`src/rtl/uart_rx_frame_ctrl.sv`:
```
// uart_rx_frame_ctrl
// Frame controller that sits behind a UART byte receiver. It parses the
// frame format HEADER, CMD, LEN, LEN payload bytes, CHK and checks the length
// and the 8-bit XOR checksum. Accepted payloads are buffered, then replayed
// downstream over a valid/ready byte stream.
//
// Ports
//   sys_clk, sys_reset_n   clock, asynchronous active-low reset
//   i_rx_data/_en          received byte and its one-cycle strobe
//   o_cmd, o_len           command and length of the last accepted frame
//   o_frame_valid          one-cycle pulse when a frame passes its checksum
//   o_byte_data/_valid/_last, i_byte_ready   payload replay stream
//   o_busy                 high whenever the FSM is outside IDLE
//   o_err_chk/_len/_timeout, o_overrun       one-cycle error pulses
//
// State table
//   state     | meaning
//   S_IDLE    | hunting for the HEADER byte, other bytes ignored
//   S_CMD     | waiting for the command byte
//   S_LEN     | waiting for the payload length byte
//   S_PAYLOAD | storing payload bytes into the buffer
//   S_CHK     | waiting for the checksum byte
//   S_DRAIN   | replaying the accepted payload, incoming bytes dropped
module uart_rx_frame_ctrl #(
  parameter logic [7:0] HEADER      = 8'hAA,
  parameter int         MAX_LEN     = 16,
  parameter int         TIMEOUT_CYC = 1000
) (
  input  logic       sys_clk,
  input  logic       sys_reset_n,
  input  logic [7:0] i_rx_data,
  input  logic       i_rx_data_en,
  output logic [7:0] o_cmd,
  output logic [7:0] o_len,
  output logic       o_frame_valid,
  output logic [7:0] o_byte_data,
  output logic       o_byte_valid,
  input  logic       i_byte_ready,
  output logic       o_byte_last,
  output logic       o_busy,
  output logic       o_err_chk,
  output logic       o_err_len,
  output logic       o_err_timeout,
  output logic       o_overrun
);

  // Buffer address width; kept at least one bit so MAX_LEN=1 still elaborates.
  localparam int AW = (MAX_LEN > 1) ? $clog2(MAX_LEN) : 1;
  localparam int TW = $clog2(TIMEOUT_CYC + 1);

  localparam logic [7:0]    MAX_LEN_B = 8'(MAX_LEN);
  localparam logic [TW-1:0] TO_LAST   = TW'(TIMEOUT_CYC - 1);

  localparam logic [2:0] S_IDLE    = 3'd0;
  localparam logic [2:0] S_CMD     = 3'd1;
  localparam logic [2:0] S_LEN     = 3'd2;
  localparam logic [2:0] S_PAYLOAD = 3'd3;
  localparam logic [2:0] S_CHK     = 3'd4;
  localparam logic [2:0] S_DRAIN   = 3'd5;

  logic [2:0]    state;
  logic [7:0]    cmd_shadow;
  logic [7:0]    len_shadow;
  logic [7:0]    chk;
  logic [7:0]    idx;
  logic [7:0]    rd_idx;
  logic [TW-1:0] to_cnt;
  logic [7:0]    pay_mem [MAX_LEN];

  logic in_frame;
  logic timeout_hit;
  logic last_hs;

  // Only the in-frame states run the inter-byte timer.
  assign in_frame = (state == S_CMD) || (state == S_LEN) ||
                    (state == S_PAYLOAD) || (state == S_CHK);

  // A strobe in the expiry cycle wins, so expiry needs the strobe absent.
  // to_cnt equal to TIMEOUT_CYC-1 means this edge is the TIMEOUT_CYC-th idle one.
  assign timeout_hit = in_frame && !i_rx_data_en && (to_cnt == TO_LAST);

  assign o_busy       = (state != S_IDLE);
  assign o_byte_valid = (state == S_DRAIN);
  assign o_byte_data  = o_byte_valid ? pay_mem[rd_idx[AW-1:0]] : 8'h00;
  assign o_byte_last  = o_byte_valid && (rd_idx == (len_shadow - 8'd1));
  assign last_hs      = o_byte_last && i_byte_ready;

  // Payload storage needs no reset; its contents only matter once written.
  always_ff @(posedge sys_clk) begin
    if (state == S_PAYLOAD && i_rx_data_en) begin
      pay_mem[idx[AW-1:0]] <= i_rx_data;
    end
  end

  always_ff @(posedge sys_clk or negedge sys_reset_n) begin
    if (!sys_reset_n) begin
      to_cnt <= '0;
    end else if (!in_frame || i_rx_data_en || timeout_hit) begin
      to_cnt <= '0;
    end else begin
      to_cnt <= to_cnt + 1'b1;
    end
  end

  always_ff @(posedge sys_clk or negedge sys_reset_n) begin
    if (!sys_reset_n) begin
      state         <= S_IDLE;
      cmd_shadow    <= 8'h00;
      len_shadow    <= 8'h00;
      chk           <= 8'h00;
      idx           <= 8'h00;
      rd_idx        <= 8'h00;
      o_cmd         <= 8'h00;
      o_len         <= 8'h00;
      o_frame_valid <= 1'b0;
      o_err_chk     <= 1'b0;
      o_err_len     <= 1'b0;
      o_err_timeout <= 1'b0;
      o_overrun     <= 1'b0;
    end else begin
      o_frame_valid <= 1'b0;
      o_err_chk     <= 1'b0;
      o_err_len     <= 1'b0;
      o_err_timeout <= 1'b0;
      o_overrun     <= 1'b0;

      if (timeout_hit) begin
        o_err_timeout <= 1'b1;
        state         <= S_IDLE;
      end else begin
        unique case (state)
          S_IDLE: begin
            if (i_rx_data_en && (i_rx_data == HEADER)) begin
              state <= S_CMD;
            end
          end

          S_CMD: begin
            if (i_rx_data_en) begin
              cmd_shadow <= i_rx_data;
              chk        <= i_rx_data;
              state      <= S_LEN;
            end
          end

          S_LEN: begin
            if (i_rx_data_en) begin
              len_shadow <= i_rx_data;
              chk        <= chk ^ i_rx_data;
              idx        <= 8'h00;
              if (i_rx_data > MAX_LEN_B) begin
                o_err_len <= 1'b1;
                state     <= S_IDLE;
              end else if (i_rx_data == 8'h00) begin
                state <= S_CHK;
              end else begin
                state <= S_PAYLOAD;
              end
            end
          end

          S_PAYLOAD: begin
            if (i_rx_data_en) begin
              chk <= chk ^ i_rx_data;
              idx <= idx + 8'd1;
              if ((idx + 8'd1) == len_shadow) begin
                state <= S_CHK;
              end
            end
          end

          S_CHK: begin
            if (i_rx_data_en) begin
              if (i_rx_data == chk) begin
                o_cmd         <= cmd_shadow;
                o_len         <= len_shadow;
                o_frame_valid <= 1'b1;
                rd_idx        <= 8'h00;
                state         <= (len_shadow != 8'h00) ? S_DRAIN : S_IDLE;
              end else begin
                o_err_chk <= 1'b1;
                state     <= S_IDLE;
              end
            end
          end

          S_DRAIN: begin
            // No resynchronisation here: every strobe, HEADER included, is lost.
            if (i_rx_data_en) begin
              o_overrun <= 1'b1;
            end
            if (last_hs) begin
              rd_idx <= 8'h00;
              state  <= S_IDLE;
            end else if (i_byte_ready) begin
              rd_idx <= rd_idx + 8'd1;
            end
          end

          default: begin
            state <= S_IDLE;
          end
        endcase
      end
    end
  end

endmodule

```
`config.mk`:
```
export PLATFORM = sky130hd
export DESIGN_NAME = uart_rx_frame_ctrl
export DESIGN_NICKNAME = d
export VERILOG_FILES = /design/src/rtl/uart_rx_frame_ctrl.sv
export SDC_FILE = /design/constraint.sdc
export NUM_CORES = 1
export LEC_CHECK = 0
export ABC_AREA = 1
export CAP_MARGIN = 20
export CORE_MARGIN = 2
export CORE_UTILIZATION = 35
export DETAILED_ROUTE_END_ITERATION = 8
export PLACE_DENSITY_LB_ADDON = 0.05
export SYNTH_ARGS = -nofsm -noshare
export SYNTH_HDL_FRONTEND = slang
export SYNTH_SLANG_ARGS = --single-unit
```
`constraint.sdc`:
```
create_clock -name sys_clk -period 5.8 [get_ports sys_clk]
set_input_delay 0.87 -clock sys_clk [delete_from_list [all_inputs] [get_ports sys_clk]]
set_output_delay 0.87 -clock sys_clk [all_outputs]
set_load 0.02 [all_outputs]
```
==> impl_metrics.toml <==
[floorplan]
die_x_um = 164
coreArea_um2 = 25200
die_y_um = 164
dieArea_um2 = 26900
rows = 58
initial_utilization = 0.356
io_pins = 44

[cells_and_area]
fillers = 2463
area_delta_synth_final_pct = 17.6
fin_cells = 1266
n_antenna_cell = 0
layout-drive-gt1-share = 0.0897
ff_latch_area_um2 = 5700
multi_input_area_um2 = 2830
fin_util = 0.418
fin_nets = 938

[clocking]
hold_buffers = 0
cts_setup_buffers = 0
cts_made_buffers = 23
postCtsResizedCells = 0
clk_pin_slew_ns = 0.06
cts_tree = "done"
clkLatencyLatePin_ns = 0.52
clockRootBuffer = "clkbuf_16"
clockBufferDepth = 3
htree_levels = 1
cts_sinks = 202

[synthesis]
syn_avg_cell_area_um2 = 10.3
ys.flop_type = "edfxtp_1"
yosysWarningCount = 0
synth_most_common_cell = "nand2_1"
ys_seq_area_frac = 0.636
async_flop_share = 0.366
yosysTopAreaCell = "edfxtp_1"
synth_top_area_share = 0.429
yosys-top-cells-count = "nand2_1, edfxtp_1, nor2_1"
netlist_area_um2 = 8950
ys_ff_latch = 202
postSynthCellCount = 871
synth_cell_type_count = 34
syn_nets = 890
synth_edf_count = 128
synthTopCellsByArea = "edfxtp_1, dfrtp_1, nand2_1"

[sta]
tns_ns = 0
hold_viol = 0
finClkSkew_ns = 0.0168
fin_crit_ns = 4.15
whs_ns = 0.470
maxSlewViolCount = 0
worst_pin_slew_ns = 1.08
rsz0062_at_grt = "false"
slew_headroom = 0.274
setup_viol = 0
finalWorstSetupSlack_ns = 1.65
final.period_utilization = 0.716
max_clock_freq_mhz = 241

[placed_design]
post-place-ws_ns = 1.92
gp_congestion = 0.846
post-place-cells = 1224
post-dp-hpwl_mm = 15.4
portBuffers = 43

[drt]
dr.pass1.iters = 5
vias = 6461
drcViolationCount = 0
post_drt_wl_per_cell_um = 19.0
drtAntennaViolNets = 0
drt_iter0_markers = 555
vias_per_cell = 5.10
totalWireLength_mm = 24.1

[power_and_ir_drop]
irDropWorstVdd_uv = 214
p_per_area_nw_per_um2 = 460
p_leak_uw = 0.00399

[global_routing]
grt_pass1_vias = 6548
grt_first_pass_wirelength_mm = 37.7
antenna_found_initial = 0
grt_usage = 0.186
gr-total-overflow = 0
grt_max_degree = 75

[critical_path]
worstPathMaxFanout = 41
cp.required_ns = 4.93
crit_path_start_kind = "register"
arrival_ns = 3.28
cp-end-kind = "output pin"
critical_path_class = "register to output pin"

[status]
status = "completed"

[run]
max-cap-violations = 0

[min_path]
min_path_type = "register to register"
final cells by class:
class                   count  share of cell area
flip-flops and latches    202               0.541
multi-input cells         562               0.269
clock buffers              26              0.0587
repair buffers             57              0.0506
well taps                 330              0.0392
inverters                  73              0.0260
clock inverters            16              0.0156
worst max-delay path: stages, from the launching register on:
cell             delay [ns]
dfrtp_2                0.41
inv_2                  0.54
buf_4                  0.33
o21ai_0                0.10
o221ai_1               0.31
nand3_1                0.21
a21oi_1                0.21
clkdlybuf4s50_1        0.63
layer usage:
layer	wire length, um	up-vias	global-route usage
met2	11100	196	0.301
met4	806	0	0.0706
met3	1340	49	0.0338
met1	10900	3117	0.248
met5	0	-	0
li1	-	3099	-
per-stage QoR:
step           instance area, um2  power (uW)
2_1_floorplan                8950        2900
5_1_grt                     10500        5180
4_1_cts                     10500        4900
3_3_place_gp                 9750        3370
3_5_place_dp                 9750        3380
6_report                    10500        4850
cell families (layout without fill, tap and decap cells):
logic type,Yosys count,after routing,synth area share
adders and majority gates,7,7,0.00978
xor gates and xnor gates,24,24,0.0235
and+or+nand+nor,361,361,0.172
DFF,202,202,0.636
AOI/OAI and AO/OA,170,170,0.111
buffers and inverters,107,172,0.0474
final timing paths:
path,start,end,slack (ns),depth (start not counted)
max,rd_idx[0],o_byte_data[2],1.65,7
min,o_cmd[7],o_cmd[7],0.47,2
max reg2reg,state[2],pay_mem[3][5],3.02,7
min reg2reg,o_cmd[7],o_cmd[7],0.47,2
max in group asynchronous,sys_reset_n,rd_idx[0],4.63,1
min in group asynchronous,sys_reset_n,to_cnt[6],0.51,1
flip-flops by register name (all words and copies together), names as in the netlist:
| register | count |
|---|---|
| chk | 8 |
| cmd_shadow | 8 |
| idx | 8 |
| len_shadow | 8 |
| o_cmd | 8 |
| o_err_chk | 1 |
| o_err_len | 1 |
| o_err_timeout | 1 |
| o_frame_valid | 1 |
| o_len | 8 |
| o_overrun | 1 |
| pay_mem | 128 |
| rd_idx | 8 |
| state | 3 |
| to_cnt | 10 |
power by group:
group / leakage [uW] / internal, uW / switching, uW
Combinational: 0.00147 / 471 / 1040
Clock: 0.000392 / 902 / 601
Sequential: 0.00213 / 1690 / 143
layout by cell type, fill, tap and decap left out, types with 2 or more instances in the layout:
cell type / instances
a21oi_1: 18
buf_4: 15
bufinv_16: 3
clkbuf_16: 24
clkdlybuf4s50_1: 42
clkinv_2: 9
dfrtp_1: 73
edfxtp_1: 128
ha_1: 7
inv_1: 63
inv_2: 10
inv_6: 2
nand2_1: 153
nand2_2: 3
nand3_1: 48
nand4_1: 7
nor2_1: 118
nor2_2: 7
nor2_4: 2
nor3_1: 14
nor3b_1: 2
o211ai_1: 10
o21ai_0: 99
o21ai_1: 2
o221ai_1: 23
o22ai_1: 16
xnor2_1: 7
xor2_1: 17
(Power assumes the default switching activity.)
